===== src/rtl/ahb_lite_decoder_tmo.sv =====
// AHB-Lite root decoder: region decode with write protection, a data-phase FSM
// producing the two-cycle ERROR response, and a stall watchdog that quarantines hung responders.
module ahb_lite_decoder_tmo #(
  parameter int AHB_LITE_ADDR_WIDTH = 32,
  parameter int AHB_LITE_DATA_WIDTH = 32,
  parameter int NUM_RESPONDERS      = 8,
  parameter int TIMEOUT_WIDTH       = 16
) (
  input  logic                                                    hclk,
  input  logic                                                    hreset,
  input  logic [AHB_LITE_ADDR_WIDTH-1:0]                          haddr_i,
  input  logic [AHB_LITE_DATA_WIDTH-1:0]                          hwdata_i,
  input  logic                                                    hwrite_i,
  input  logic [1:0]                                              htrans_i,
  input  logic [2:0]                                              hsize_i,
  output logic                                                    hresp_o,
  output logic                                                    hready_o,
  output logic [AHB_LITE_DATA_WIDTH-1:0]                          hrdata_o,
  input  logic [NUM_RESPONDERS-1:0]                               hresp_i,
  input  logic [NUM_RESPONDERS-1:0][AHB_LITE_DATA_WIDTH-1:0]      hrdata_i,
  input  logic [NUM_RESPONDERS-1:0]                               hreadyout_i,
  output logic [NUM_RESPONDERS-1:0][AHB_LITE_ADDR_WIDTH-1:0]      haddr_o,
  output logic [NUM_RESPONDERS-1:0][AHB_LITE_DATA_WIDTH-1:0]      hwdata_o,
  output logic [NUM_RESPONDERS-1:0]                               hwrite_o,
  output logic [NUM_RESPONDERS-1:0][1:0]                          htrans_o,
  output logic [NUM_RESPONDERS-1:0][2:0]                          hsize_o,
  output logic [NUM_RESPONDERS-1:0]                               hsel_o,
  output logic [NUM_RESPONDERS-1:0]                               hresponderready_o,
  input  logic [NUM_RESPONDERS-1:0][AHB_LITE_ADDR_WIDTH-1:0]      responder_start_addr_i,
  input  logic [NUM_RESPONDERS-1:0][AHB_LITE_ADDR_WIDTH-1:0]      responder_end_addr_i,
  input  logic [NUM_RESPONDERS-1:0]                               responder_wr_protect_i,
  input  logic [NUM_RESPONDERS-1:0]                               responder_disable_i,
  input  logic                                                    force_bus_idle,
  input  logic [TIMEOUT_WIDTH-1:0]                                timeout_cycles_i,
  output logic [NUM_RESPONDERS-1:0]                               access_blocked_o,
  output logic                                                    timeout_o,
  output logic [NUM_RESPONDERS-1:0]                               hung_o
);

  localparam int IDX_W = (NUM_RESPONDERS > 1) ? $clog2(NUM_RESPONDERS) : 1;

  typedef enum logic [1:0] {
    ST_IDLE = 2'd0,
    ST_DATA = 2'd1,
    ST_ERR1 = 2'd2,
    ST_ERR2 = 2'd3
  } state_t;

  state_t                     state_r;
  logic [NUM_RESPONDERS-1:0]  pend_sel_r;
  logic [TIMEOUT_WIDTH-1:0]   stall_cnt_r;
  logic [NUM_RESPONDERS-1:0]  hung_r;
  logic [NUM_RESPONDERS-1:0]  access_blocked_r;
  logic                       timeout_r;

  logic [NUM_RESPONDERS-1:0]  hit_vec_s;
  logic                       hit_any_s;
  logic [IDX_W-1:0]           hit_idx_s;
  logic [NUM_RESPONDERS-1:0]  hit_sel_s;
  logic                       refused_s;
  logic                       accept_s;
  logic                       good_sel_s;
  logic [IDX_W-1:0]           pend_idx_s;
  logic                       pend_ok_s;
  logic                       fire_s;
  logic                       hready_s;
  logic                       hresp_s;
  logic [AHB_LITE_DATA_WIDTH-1:0] hrdata_s;

  // Inclusive region match for every responder
  always_comb begin
    hit_vec_s = '0;
    for (int r = 0; r < NUM_RESPONDERS; r++) begin
      hit_vec_s[r] = !force_bus_idle &&
                     (haddr_i >= responder_start_addr_i[r]) &&
                     (haddr_i <= responder_end_addr_i[r]);
    end
  end

  // Lowest-index priority among overlapping regions
  always_comb begin
    hit_idx_s = '0;
    for (int r = NUM_RESPONDERS - 1; r >= 0; r--) begin
      hit_idx_s = hit_vec_s[r] ? IDX_W'(r) : hit_idx_s;
    end
  end

  assign hit_any_s  = |hit_vec_s;
  assign hit_sel_s  = hit_any_s ? (NUM_RESPONDERS'(1) << hit_idx_s) : '0;
  assign refused_s  = hit_any_s &&
                      (responder_disable_i[hit_idx_s] || hung_r[hit_idx_s] ||
                       (responder_wr_protect_i[hit_idx_s] && hwrite_i));
  assign hsel_o     = refused_s ? '0 : hit_sel_s;
  assign good_sel_s = hit_any_s && !refused_s;
  assign accept_s   = hready_s && htrans_i[1];

  // Index of the responder owning the current data phase
  always_comb begin
    pend_idx_s = '0;
    for (int r = NUM_RESPONDERS - 1; r >= 0; r--) begin
      pend_idx_s = pend_sel_r[r] ? IDX_W'(r) : pend_idx_s;
    end
  end

  assign pend_ok_s = |(pend_sel_r & ~hung_r);
  // Watchdog is decided from the count alone, so a late ready in the firing cycle is ignored
  assign fire_s    = (state_r == ST_DATA) && (timeout_cycles_i != '0) &&
                     (stall_cnt_r >= timeout_cycles_i);

  // Initiator-facing response for the current state
  always_comb begin
    hready_s = 1'b1;
    hresp_s  = 1'b0;
    hrdata_s = '0;
    case (state_r)
      ST_IDLE: begin
        hready_s = 1'b1;
      end
      ST_DATA: begin
        if (fire_s || !pend_ok_s) begin
          hready_s = 1'b0;
        end else begin
          hready_s = hreadyout_i[pend_idx_s];
          hresp_s  = hresp_i[pend_idx_s];
          hrdata_s = hrdata_i[pend_idx_s];
        end
      end
      ST_ERR1: begin
        hready_s = 1'b0;
        hresp_s  = 1'b1;
      end
      ST_ERR2: begin
        hready_s = 1'b1;
        hresp_s  = 1'b1;
      end
      default: begin
        hready_s = 1'b1;
      end
    endcase
  end

  // Data-phase FSM, stall counter, quarantine flags and event pulses
  always_ff @(posedge hclk) begin
    if (hreset) begin
      state_r          <= ST_IDLE;
      pend_sel_r       <= '0;
      stall_cnt_r      <= '0;
      hung_r           <= '0;
      access_blocked_r <= '0;
      timeout_r        <= 1'b0;
    end else begin
      timeout_r        <= 1'b0;
      access_blocked_r <= (accept_s && refused_s) ? hit_sel_s : '0;
      case (state_r)
        ST_DATA: begin
          if (fire_s) begin
            state_r    <= ST_ERR1;
            pend_sel_r <= '0;
            hung_r     <= hung_r | pend_sel_r;
            timeout_r  <= 1'b1;
          end else if (!hready_s) begin
            if (stall_cnt_r != '1) begin
              stall_cnt_r <= stall_cnt_r + TIMEOUT_WIDTH'(1);
            end
          end else if (accept_s && good_sel_s) begin
            state_r     <= ST_DATA;
            pend_sel_r  <= hit_sel_s;
            stall_cnt_r <= '0;
          end else if (accept_s) begin
            state_r    <= ST_ERR1;
            pend_sel_r <= '0;
          end else begin
            state_r    <= ST_IDLE;
            pend_sel_r <= '0;
          end
        end
        ST_ERR1: begin
          state_r <= ST_ERR2;
        end
        ST_IDLE, ST_ERR2: begin
          if (accept_s && good_sel_s) begin
            state_r     <= ST_DATA;
            pend_sel_r  <= hit_sel_s;
            stall_cnt_r <= '0;
          end else if (accept_s) begin
            state_r    <= ST_ERR1;
            pend_sel_r <= '0;
          end else begin
            state_r    <= ST_IDLE;
            pend_sel_r <= '0;
          end
        end
        default: begin
          state_r    <= ST_IDLE;
          pend_sel_r <= '0;
        end
      endcase
    end
  end

  // Address-phase broadcast to every responder
  always_comb begin
    for (int r = 0; r < NUM_RESPONDERS; r++) begin
      haddr_o[r]  = haddr_i;
      hwdata_o[r] = hwdata_i;
      hwrite_o[r] = hwrite_i;
      htrans_o[r] = htrans_i;
      hsize_o[r]  = hsize_i;
    end
  end

  assign hready_o          = hready_s;
  assign hresp_o           = hresp_s;
  assign hrdata_o          = hrdata_s;
  assign hresponderready_o = {NUM_RESPONDERS{hready_s}};
  assign access_blocked_o  = access_blocked_r;
  assign timeout_o         = timeout_r;
  assign hung_o            = hung_r;

endmodule


===== config.mk =====
export PLATFORM = sky130hd
export DESIGN_NAME = ahb_lite_decoder_tmo
export DESIGN_NICKNAME = d
export VERILOG_FILES = /design/src/rtl/ahb_lite_decoder_tmo.sv
export SDC_FILE = /design/constraint.sdc
export NUM_CORES = 1
export LEC_CHECK = 0
export BUFFER_PORTS_ARGS = -buffer_cell sky130_fd_sc_hd__buf_2
export CORE_AREA = 10 10 581 583
export CTS_BUF_LIST = sky130_fd_sc_hd__clkbuf_8 sky130_fd_sc_hd__clkbuf_16
export CTS_CLUSTER_DIAMETER = 60
export DETAILED_ROUTE_END_ITERATION = 7
export DIE_AREA = 0 0 591 593
export SETUP_SLACK_MARGIN = 0.4
export SYNTH_ARGS = -nofsm -noshare
export SYNTH_HDL_FRONTEND = slang
export SYNTH_SLANG_ARGS = --single-unit

===== constraint.sdc =====
create_clock -name hclk -period 5.1 [get_ports hclk]
set_clock_uncertainty 0.15 [all_clocks]
set_input_delay 0.51 -clock hclk [delete_from_list [all_inputs] [get_ports hclk]]
set_output_delay 0.51 -clock hclk [all_outputs]
set_load 0.03 [all_outputs]

==> results.py, run 1 <==
metrics = {
    "run_status": {
        "outcome": "complete, but fails checks",
        "violations": "negative setup slack",
    },
    "setup_path": {
        "slowest_stage": "a41oi_4",
        "cp.buffers_inverters": 7,
        "cp_max_fo": 7,
        "end_kind": "output pin",
        "cp.depth": 19,
        "crit_path_start_kind": "primary input",
        "r2r.worst_path.cells": 17,
        "cp_cell_sequence": "buf_6 -> ha_1 -> buf_4 -> a21oi_1 -> a21boi_0 -> a211o_1 -> or3_4 -> a311o_1 -> buf_12 -> buf_4 -> o211a_4 -> o21ai_4 -> o31ai_4 -> a221o_1 -> a41oi_4 -> buf_4 -> buf_6 -> nor4_4 -> buf_6",
        "cp_data_required_time_ns": 4.44,
        "worstReg2RegEnd": "stall_cnt_r[0]$_SDFFE_PP0P_",
        "critPathCapture": "hsel_o[1]",
        "critical_path_class": "in -> out",
        "cp.arrival_ns": 4.68,
        "crit_start": "haddr_i[14]",
        "critical-path-top-delay-family": "compound AO/OA/AOI/OAI gates",
        "critical_path.max_stage_delay_ns": 0.46,
        "worstReg2RegStart": "stall_cnt_r[0]$_SDFFE_PP0P_",
        "r2r_slack_ns": 0.86,
    },
    "route": {
        "drcViolationCount": 0,
        "vias": 25530,
        "wl_per_cell_um": 26.75,
        "first_pass_iters": 5,
        "viasPerCell": 3.039,
        "initialDrtViolationCount": 1454,
        "detail_route.wirelength_mm": 224.7,
        "detail-route-antenna-nets": 0,
    },
    "yosys": {
        "synth_warnings": 0,
        "synth_area_sq_um": 21990,
        "synth_fp_nets": 4339,
        "synth_enable_flop_cells": 0,
        "synth-seq-area-share": 0.03915,
        "ys_ff_latch": 43,
        "yosysTopAreaCell": "ha_1",
        "syn_inst": 2916,
        "synth_top_area_frac": 0.3039,
        "synth_most_common_cell": "buf_4",
        "synth.avg_cell_area_sq_um": 7.540,
        "yosys-top-cells-count": "570 x buf_4, 537 x inv_1, 534 x ha_1",
        "ys.flop_type": "dfxtp_1",
        "synthTopCellsByArea": "ha_1 30%, buf_4 19%, inv_1 9.2%, mux4_2 7.0%, a21oi_1 5.6%",
        "synth_cell_types": 80,
        "ys_async_sr_fraction": 0,
    },
    "pwr": {
        "powerDensity_nw_per_um2": 129.5,
        "ir_drop_v": 0.0001565,
        "leakage_nw": 17.70,
    },
    "clock_tree": {
        "htreeDepth": 2,
        "cts_made_buffers": 5,
        "insertion_delay_ns": 0.31,
        "cts_root_buf": "clkbuf_16",
        "cts_buffer_depth": 2,
        "clk_pin_slew_ns": 0.07,
        "cts.sink_count": 43,
        "cts_hold_buf": 0,
        "cts_tree": "built",
    },
    "die": {
        "chipWidth_um": 591,
        "die_area_sq_um": 350500,
        "coreArea_sq_um": 326100,
        "rows": 210,
        "initial_core_util": 0.06743,
        "ioPinCount": 1516,
        "die_y_um": 593,
    },
    "hold_path": {
        "min_path_cells": 2,
        "hold_path_class": "reg -> reg",
    },
    "placed_design": {
        "io_buffers": 1191,
        "dp_cells": 8246,
        "routabilityCongestion": 0.9229,
        "dpl.hpwl_mm": 209.9,
        "place_area_sq_um": 33560,
        "post-place-ws_ns": -1.206,
    },
    "layout": {
        "drive_gt1_frac": 0.4839,
        "instances_no_fill": 8400,
        "syn2layout_area_growth_pct": 63.22,
        "fillCellCount": 37840,
        "nets": 5369,
        "final_area_sq_um": 35890,
    },
    "timing": {
        "hold_viol": 0,
        "fmax_mhz": 187.4,
        "worst_pin_slew_ns": 0.9045,
        "fin_crit_ns": 5.337,
        "final-max-slew-violation-count": 0,
        "setup_viol": 8,
        "period_share": 1.046,
        "layout_setup_ws_ns": -0.2371,
        "rsz0062_at_grt": "true",
        "slew_headroom": 0.3923,
    },
    "global_routing": {
        "grt_pass1_vias": 25570,
        "grt_pass1_wl_mm": 273.3,
        "track_usage": 0.1199,
        "gr-total-overflow": 0,
        "grt_max_degree": 66,
        "antenna_found_initial": 195,
    },
    "run": {
        "drv_cap": 0,
    },
}
[placed cells by master (no fill, tap or decap), types with 31 or more instances in the layout]
cell type,count
buf_2,1144
inv_1,535
ha_1,503
buf_4,321
a21oi_1,208
nand2_1,186
diode_2,107
buf_12,104
nand4_1,78
o21ai_0,76
nor2_1,68
mux4_2,68
buf_6,49
nand3_1,44
dfxtp_1,42
a21oi_2,36
a21o_1,31
[metal layers]
metal	global-route usage	up-vias	routed length [um]
li1	-	11780	-
met1	0.1272	11770	80280
met2	0.2031	1473	106100
met3	0.06897	413	31450
met4	0.03302	98	6211
met5	0	-	651
[worst register-to-register path, delay by kind of cell, from the launching register on]
kind                     cells  cell delay (ns)
AND/OR/NAND/NOR              4             1.28
buffers and inverters        4             0.59
adder cells (fa/ha/maj)      1             0.26
AO/OA/AOI/OAI                8             1.53
flip-flops                   1             0.35
[area by class of cell]
| class | count | area (sq um) | share of cell area |
|---|---|---|---|
| Sequential cell | 43 | 862.1 | 0.02402 |
| Clock buffer | 5 | 125.1 | 0.003486 |
| Inverter | 537 | 2023 | 0.05637 |
| Multi-Input combinational cell | 1730 | 16140 | 0.4497 |
| Tap cell | 4346 | 5438 | 0.1515 |
| Clock inverter | 3 | 46.29 | 0.001290 |
| Antenna cell | 107 | 267.8 | 0.007461 |
| Timing Repair Buffer | 1629 | 10990 | 0.3061 |
[power by group]
part	leakage [nW]	switching, mW	internal (mW)
Combinational	17.3	2.27	1.63
Sequential	0.347	0.0145	0.349
Clock	0.0811	0.157	0.233
[through the flow]
| stage | hold slack (ns) | utilization | total power, mW | setup TNS (ns) |
|---|---|---|---|---|
| final | 0.3633 | 0.1101 | 4.648 | -1.691 |
| after global routing | 0.3790 | 0.1098 | 5.032 | -5.762 |
| after CTS | 0.3664 | 0.1070 | 4.632 | -2.281 |
| after detailed placement | 0.3548 | 0.1029 | 4.039 | -37.59 |
| after global placement | 0.3505 | 0.1029 | 4.030 | -56.39 |
| after floorplan | 0.3199 | - | 2.678 | 0 |
[registers in the layout, indices dropped and copies added, names as in the netlist]
signal and count:
access_blocked_o 8, hung_o 8, pend_sel_r 8, stall_cnt_r 16
state_r 2, timeout_o 1
[logic make-up after synthesis]
group / Yosys count / share of synthesized area
flops: 43 / 0.03915
simple gates: 559 / 0.1291
compound gates: 564 / 0.1634
mux: 73 / 0.07199
buf+inv: 1143 / 0.2926
fa+ha+maj: 534 / 0.3039
[worst min path at each step]
stage	to	startpoint	slack (ns)
2_1_floorplan	stall_cnt_r[15]$_SDFFE_PP0P_	stall_cnt_r[15]$_SDFFE_PP0P_	0.32
3_5_place_dp	stall_cnt_r[1]$_SDFFE_PP0P_	stall_cnt_r[1]$_SDFFE_PP0P_	0.35
4_1_cts	stall_cnt_r[1]$_SDFFE_PP0P_	stall_cnt_r[1]$_SDFFE_PP0P_	0.37
6_report	stall_cnt_r[1]$_SDFFE_PP0P_	stall_cnt_r[1]$_SDFFE_PP0P_	0.36
5_1_grt	stall_cnt_r[1]$_SDFFE_PP0P_	stall_cnt_r[1]$_SDFFE_PP0P_	0.38
3_3_place_gp	stall_cnt_r[1]$_SDFFE_PP0P_	stall_cnt_r[1]$_SDFFE_PP0P_	0.35
[what timing repair did]
action / 4_1_cts / 5_1_grt
pin swaps: 58 / 54
cloned: 1 / 1
resized for setup: 180 / 127
endpoints found under the setup margin: 68 / 68
buffers inserted: 27 / 10
Note: power is estimated with default switching activity, not from simulation.
==> run 2: changes to the inputs <==
--- a/config.mk
+++ b/config.mk
@@ -6,11 +6,11 @@
 export NUM_CORES = 1
 export LEC_CHECK = 0
 export BUFFER_PORTS_ARGS = -buffer_cell sky130_fd_sc_hd__buf_2
-export CORE_AREA = 10 10 581 583
+export CORE_AREA = 2 2 590 592
 export CTS_BUF_LIST = sky130_fd_sc_hd__clkbuf_8 sky130_fd_sc_hd__clkbuf_16
 export CTS_CLUSTER_DIAMETER = 60
 export DETAILED_ROUTE_END_ITERATION = 7
-export DIE_AREA = 0 0 591 593
+export DIE_AREA = 0 0 592 594
 export SETUP_SLACK_MARGIN = 0.4
 export SYNTH_ARGS = -nofsm -noshare
 export SYNTH_HDL_FRONTEND = slang
==> run 2 against run 1 <==
  * Maximum frequency decreased by 1.5%
  * Highest routed layer unchanged
  * Critical path depth increased by 1
  * Global-route usage decreased by 0.53 points
  * Die area increased by 0.34%
  * Power increased by 1.8%
  * Utilization decreased by 0.74 points
  * The run still ends with negative setup slack left
  * Sequential power about the same
  * Setup slack got worse by 0.081 ns
==> results.py, run 2 (same netlist as run 1, synthesis figures left out) <==
metrics = {
    "die": {
        "ioPinCount": 1516,
        "die_y_um": 594,
        "die_area_sq_um": 351600,
        "chipWidth_um": 592,
        "coreArea_sq_um": 345100,
        "rows": 216,
        "initial_core_util": 0.06371,
    },
    "setup_path": {
        "cp.arrival_ns": 4.76,
        "cp_max_fo": 8,
        "critical_path.max_stage_delay_ns": 0.41,
        "critical_path_class": "in -> out",
        "path_common_cell": "buf_4",
        "end_kind": "output pin",
        "critical-path-top-delay-family": "buffers and inverters",
        "slowest_stage": "a2111oi_4",
        "cp_cell_sequence": "buf_4 -> buf_12 -> buf_6 -> buf_4 -> ha_1 -> nand4_1 -> nor4_4 -> buf_4 -> and3_1 -> o22ai_2 -> nor2_2 -> buf_4 -> o21a_4 -> o211a_1 -> o21bai_2 -> a2111oi_4 -> a41oi_4 -> buf_12 -> nor4_4 -> buf_12",
        "cp.buffers_inverters": 8,
        "crit_path_start_kind": "primary input",
        "cp_data_required_time_ns": 4.44,
    },
    "layout": {
        "drive_gt1_frac": 0.4696,
        "largest-register": "stall_cnt_r",
        "final_area_sq_um": 35440,
        "syn2layout_area_growth_pct": 61.17,
        "fillCellCount": 40180,
        "layout_common_cells": "1,145 x buf_2, 535 x inv_1, 509 x ha_1",
        "final_common_cell": "buf_2",
        "largest_reg_flops": 16,
        "nets": 5325,
    },
    "placed_design": {
        "place_area_sq_um": 33150,
        "dpl.hpwl_mm": 196.0,
        "routabilityCongestion": 0.9041,
        "io_buffers": 1191,
        "post-place-ws_ns": -1.670,
    },
    "clock_tree": {
        "cts_root_buf": "clkbuf_16",
        "clk_pin_slew_ns": 0.06,
        "cts_made_buffers": 5,
        "insertion_delay_ns": 0.31,
        "cts_hold_buf": 0,
        "cts_tree": "built",
        "htreeDepth": 2,
        "cts.sink_count": 43,
        "cts_buffer_depth": 2,
    },
    "route": {
        "viasPerCell": 2.988,
        "detail_route.wirelength_mm": 212.0,
        "initialDrtViolationCount": 1442,
        "detail-route-antenna-nets": 0,
        "vias": 25540,
        "drcViolationCount": 0,
        "first_pass_iters": 5,
        "wl_per_cell_um": 24.80,
    },
    "timing": {
        "slew_headroom": 0.2622,
        "period_share": 1.062,
        "fmax_mhz": 184.6,
        "worst_pin_slew_ns": 1.107,
        "final-max-slew-violation-count": 0,
        "setup_tns_ns": -2.973,
        "hold_ws_ns": 0.3864,
        "setup_viol": 23,
        "layout_setup_ws_ns": -0.3183,
        "hold_viol": 0,
        "rsz0062_at_grt": "true",
        "fin_crit_ns": 5.418,
    },
    "pwr": {
        "leakage_nw": 17.41,
        "swShare": 0.5234,
        "power.switching_mw": 2.476,
        "seq_power_share": 0.077,
        "ir_drop_v": 0.0002152,
        "comb_power_share": 0.839,
        "powerDensity_nw_per_um2": 133.5,
        "clkPwrFrac": 0.084,
        "p_int_mw": 2.255,
    },
    "run_status": {
        "violations": "negative setup slack",
        "outcome": "complete, but fails checks",
    },
    "run": {
        "drv_cap": 0,
    },
    "global_routing": {
        "grt_pass1_wl_mm": 259.2,
        "grt_pass1_vias": 24660,
        "grt_max_degree": 67,
        "gr-total-overflow": 0,
        "antenna_found_initial": 180,
        "track_usage": 0.1147,
    },
    "hold_path": {
        "hold_path_class": "reg -> reg",
    },
}
-- run 2: changes by cell type in the layout (fill, tap and decap cells not counted), moves of 11 or more --
cell | previous run | this run
diode_2 | 107 | 64
buf_4 | 321 | 282
a21oi_2 | 36 | 15
a21oi_1 | 208 | 226
clkbuf_4 | 0 | 14
a311oi_1 | 14 | 1
a311oi_2 | 2 | 15
buf_12 | 104 | 93
-- run 2: worst paths after layout --
| path | startpoint | depth (start not counted) | slack (ns) | to |
|---|---|---|---|---|
| worst max-delay path | haddr_i[10] | 20 | -0.32 | hsel_o[3] |
| worst min-delay path | stall_cnt_r[1]$_SDFFE_PP0P_ | 2 | 0.39 | stall_cnt_r[1]$_SDFFE_PP0P_ |
| worst max register to register | stall_cnt_r[0]$_SDFFE_PP0P_ | 17 | 0.40 | stall_cnt_r[4]$_SDFFE_PP0P_ |
| worst min register to register | stall_cnt_r[1]$_SDFFE_PP0P_ | 2 | 0.39 | stall_cnt_r[1]$_SDFFE_PP0P_ |
-- run 2: area by class of cell --
type                            instances  area (sq um)  area share
Tap cell                             4578          5728      0.1616
Sequential cell                        43         860.8     0.02429
Timing Repair Buffer                 1585         10480      0.2958
Multi-Input combinational cell       1730         16010      0.4518
Clock buffer                            5         125.1    0.003531
Inverter                              537          2023     0.05709
Clock inverter                          3         46.29    0.001306
Antenna cell                           64         160.2    0.004519
-- run 2: tightest hold or removal path, cell delays in order, from the launching register on --
cell and delay, ns:
dfxtp_1 0.34, nand2b_1 0.10, o21ai_2 0.06
-- run 2: through the flow --
stage | instances | util | power [mW]
4_1_cts | 8459 | 0.09923 | 4.634
6_report | 8545 | 0.1027 | 4.732
3_3_place_gp | 8412 | 0.09601 | 3.942
2_1_floorplan | 2916 | - | 2.678
3_5_place_dp | 8413 | 0.09604 | 3.947
5_1_grt | 8502 | 0.1024 | 5.118
-- run 2: power groups by stage --
stage / Sequential (mW) / Combinational [mW] / Clock (mW)
3_5_place_dp: 0.373 / 3.57 / 0
4_1_cts: 0.366 / 3.86 / 0.408
3_3_place_gp: 0.373 / 3.57 / 0
6_report: 0.366 / 3.97 / 0.396
2_1_floorplan: 0.369 / 2.31 / 0
5_1_grt: 0.368 / 4.33 / 0.418
-- run 2: routing by layer --
layer	track usage	part of all wire
met1	0.1261	0.38
met2	0.1933	0.46
met3	0.05827	0.13
met4	0.02917	0.036
met5	0.001916	0.0029
-- run 2: repair_timing --
item,in CTS,in global routing
endpoints found under the setup margin,56,69
setup buffers,37,19
cloned,1,3
gates resized for setup,111,163
pin swaps,38,55
==> run 3: changes to the inputs <==
--- a/config.mk
+++ b/config.mk
@@ -5,12 +5,13 @@
 export SDC_FILE = /design/constraint.sdc
 export NUM_CORES = 1
 export LEC_CHECK = 0
+export ABC_AREA = 1
 export BUFFER_PORTS_ARGS = -buffer_cell sky130_fd_sc_hd__buf_2
-export CORE_AREA = 2 2 590 592
+export CORE_AREA = 2 2 585 587
 export CTS_BUF_LIST = sky130_fd_sc_hd__clkbuf_8 sky130_fd_sc_hd__clkbuf_16
 export CTS_CLUSTER_DIAMETER = 60
 export DETAILED_ROUTE_END_ITERATION = 7
-export DIE_AREA = 0 0 592 594
+export DIE_AREA = 0 0 587 589
 export SETUP_SLACK_MARGIN = 0.4
 export SYNTH_ARGS = -nofsm -noshare
 export SYNTH_HDL_FRONTEND = slang
==> run 3 against run 2 <==
  * The flow still finishes with violations (negative setup slack)
  * Cell count grew 6.5%
  * Setup slack better by 0.19 ns
  * Clock power shrank 13%
  * Critical endpoint is now hsel_o[5]
==> results.py, run 3 <==
metrics = {
    "global_routing": {
        "grt_pass1_wl_mm": 268.1,
        "gr-total-overflow": 0,
        "antenna_found_initial": 247,
        "grt_max_degree": 129,
        "grt_pass1_vias": 25200,
        "track_usage": 0.1203,
    },
    "layout": {
        "syn2layout_area_growth_pct": 48.60,
        "final_common_cell": "buf_2",
        "drive_gt1_frac": 0.3577,
        "final_util": 0.1007,
        "largest-register": "stall_cnt_r",
        "layout_common_cells": "1,155 x buf_2, 654 x inv_1, 589 x nand2_1",
        "final_area_sq_um": 34120,
        "instances_no_fill": 9099,
        "multi_input_area_sq_um": 15800,
        "nets": 5870,
        "fillCellCount": 39890,
        "largest_reg_flops": 16,
        "regArea_sq_um": 860.8,
    },
    "route": {
        "detail-route-antenna-nets": 0,
        "wl_per_cell_um": 24.05,
        "viasPerCell": 3.035,
        "vias": 27620,
        "drcViolationCount": 0,
        "first_pass_iters": 5,
        "initialDrtViolationCount": 1821,
        "detail_route.wirelength_mm": 218.8,
    },
    "pwr": {
        "p_total_mw": 4.431,
        "comb_power_share": 0.839,
        "clkPwrFrac": 0.078,
        "power.switching_mw": 2.562,
        "ir_drop_v": 0.0003408,
        "seq_power_share": 0.083,
        "swShare": 0.5782,
        "powerDensity_nw_per_um2": 129.9,
        "leakage_nw": 17.63,
        "p_int_mw": 1.869,
    },
    "clock_tree": {
        "cts_root_buf": "clkbuf_16",
        "insertion_delay_ns": 0.31,
        "cts_buffer_depth": 2,
        "cts_tree": "built",
        "clk_pin_slew_ns": 0.08,
        "cts.sink_count": 43,
        "cts_made_buffers": 5,
        "htreeDepth": 2,
    },
    "run": {
        "drv_cap": 0,
    },
    "timing": {
        "setup_viol": 8,
        "fin_crit_ns": 5.228,
        "slew_headroom": 0.1097,
        "layout_setup_ws_ns": -0.1281,
        "setup_tns_ns": -0.8844,
        "final-max-slew-violation-count": 0,
        "rsz0062_at_grt": "true",
        "hold_ws_ns": 0.3408,
        "hold_viol": 0,
        "fmax_mhz": 191.3,
        "period_share": 1.025,
        "worst_pin_slew_ns": 1.322,
    },
    "yosys": {
        "synth_enable_flop_cells": 0,
        "yosysTopAreaCell": "ha_1",
        "synth.avg_cell_area_sq_um": 6.301,
        "synthTopCellsByArea": "ha_1 29%, buf_4 19%, inv_1 11%, nand2_1 10%, a21oi_1 6.6%",
        "yosys-top-cells-count": "667 x inv_1, 618 x nand2_1, 568 x buf_4",
        "syn_inst": 3644,
        "synth_warnings": 0,
        "synth-seq-area-share": 0.03749,
        "synth_area_sq_um": 22960,
        "ys.flop_type": "dfxtp_1",
        "ys_async_sr_fraction": 0,
        "synth_cell_types": 52,
        "synth_top_area_frac": 0.2910,
        "synth_fp_nets": 5067,
        "ys_ff_latch": 43,
        "synth_most_common_cell": "inv_1",
    },
    "die": {
        "die_area_sq_um": 345700,
        "chipWidth_um": 587,
        "die_y_um": 589,
        "initial_core_util": 0.06774,
        "coreArea_sq_um": 339000,
        "rows": 214,
        "ioPinCount": 1516,
    },
    "setup_path": {
        "cp_max_fo": 11,
        "end_kind": "output pin",
        "crit_path_start_kind": "primary input",
        "cp_data_required_time_ns": 4.44,
        "critical_path_class": "in -> out",
        "cp.arrival_ns": 4.57,
    },
    "placed_design": {
        "routabilityCongestion": 0.9509,
        "io_buffers": 1191,
        "post-place-ws_ns": -1.070,
        "dp_cells": 8939,
        "place_area_sq_um": 32260,
        "dpl.hpwl_mm": 201.1,
    },
    "run_status": {
        "violations": "negative setup slack",
        "outcome": "complete, but fails checks",
    },
    "hold_path": {
        "hold_path_class": "reg -> reg",
    },
}
## run 3: changes by cell type after synthesis, moves of 22 or more
cell and delta:
nor2b_1 -22, mux4_2 -68, nand2_1 +427, nand4_1 -27, inv_1 +130, o21ai_0 +99, nand2b_1 -27, nor4_1 -22
nor2_1 +242, a32oi_1 +31, a211oi_1 -30, a21oi_1 +58
## run 3: worst paths after layout
kind,endpoint,cells past startpoint,slack [ns],from
max,hsel_o[5],28,-0.13,haddr_i[16]
min,pend_sel_r[1]$_SDFFE_PP0P_,2,0.34,pend_sel_r[1]$_SDFFE_PP0P_
max reg2reg,stall_cnt_r[7]$_SDFFE_PP0P_,17,1.01,pend_sel_r[7]$_SDFFE_PP0P_
min reg2reg,pend_sel_r[1]$_SDFFE_PP0P_,2,0.34,pend_sel_r[1]$_SDFFE_PP0P_
## run 3: routing by layer
layer  vias to the layer above  global-route usage  share of wire  routed length [um]
li1                      12960                   -              -                   -
met1                     12360              0.1447           0.40               87830
met2                      1644              0.1929           0.44               95570
met3                       575             0.04780           0.11               24760
met4                        81             0.04139          0.046               10000
met5                         -            0.003284         0.0030                 651
## run 3: final cells by class
type,count,area share
well taps,4536,0.1663
clock buffers,5,0.003667
multi-input cells,2298,0.4629
inverters,675,0.07532
flip-flops and latches,43,0.02523
clock inverters,3,0.0006967
diodes,115,0.008434
repair buffers,1424,0.2574
## run 3: logic make-up after synthesis
logic type	after synthesis	share of synthesized area
fa+ha+maj	534	0.2910
compound gates	626	0.1530
simple gates	1128	0.2081
flops	43	0.03749
buf+inv	1303	0.3067
xor+xnor	10	0.003815
## run 3: worst max-delay path, cell delays in order
cell	delay, ns
clkbuf_4	0.19
buf_8	0.18
buf_6	0.17
ha_1	0.28
nand4_1	0.17
nor4_4	0.36
buf_12	0.17
nand4_1	0.42
nand2_2	0.25
nand2_2	0.10
nand2_1	0.12
nand2_4	0.06
nand2_4	0.08
nand2_4	0.07
nand2_8	0.09
nand2_8	0.07
nand2_4	0.09
buf_4	0.12
nand3_1	0.09
nand3_2	0.11
nand2_1	0.06
nand2_1	0.08
nand2_2	0.07
nor2_4	0.16
inv_8	0.05
buf_12	0.14
nor2_4	0.13
buf_12	0.13
## run 3: repair_timing
action                                  4_1_cts  5_1_grt
resized for setup                           158       85
hold buffers                                  0        0
setup buffers                                25       12
pin swaps                                    42       44
endpoints found under the setup margin       42       43
## run 3: power by group through the flow
stage | combinational [mW] | clock [mW] | sequential [mW]
after floorplan | 2.37 | 0 | 0.373
after global placement | 3.52 | 0 | 0.373
after detailed placement | 3.54 | 0 | 0.373
after CTS | 3.72 | 0.352 | 0.365
after global routing | 4.09 | 0.361 | 0.368
final | 3.72 | 0.346 | 0.366
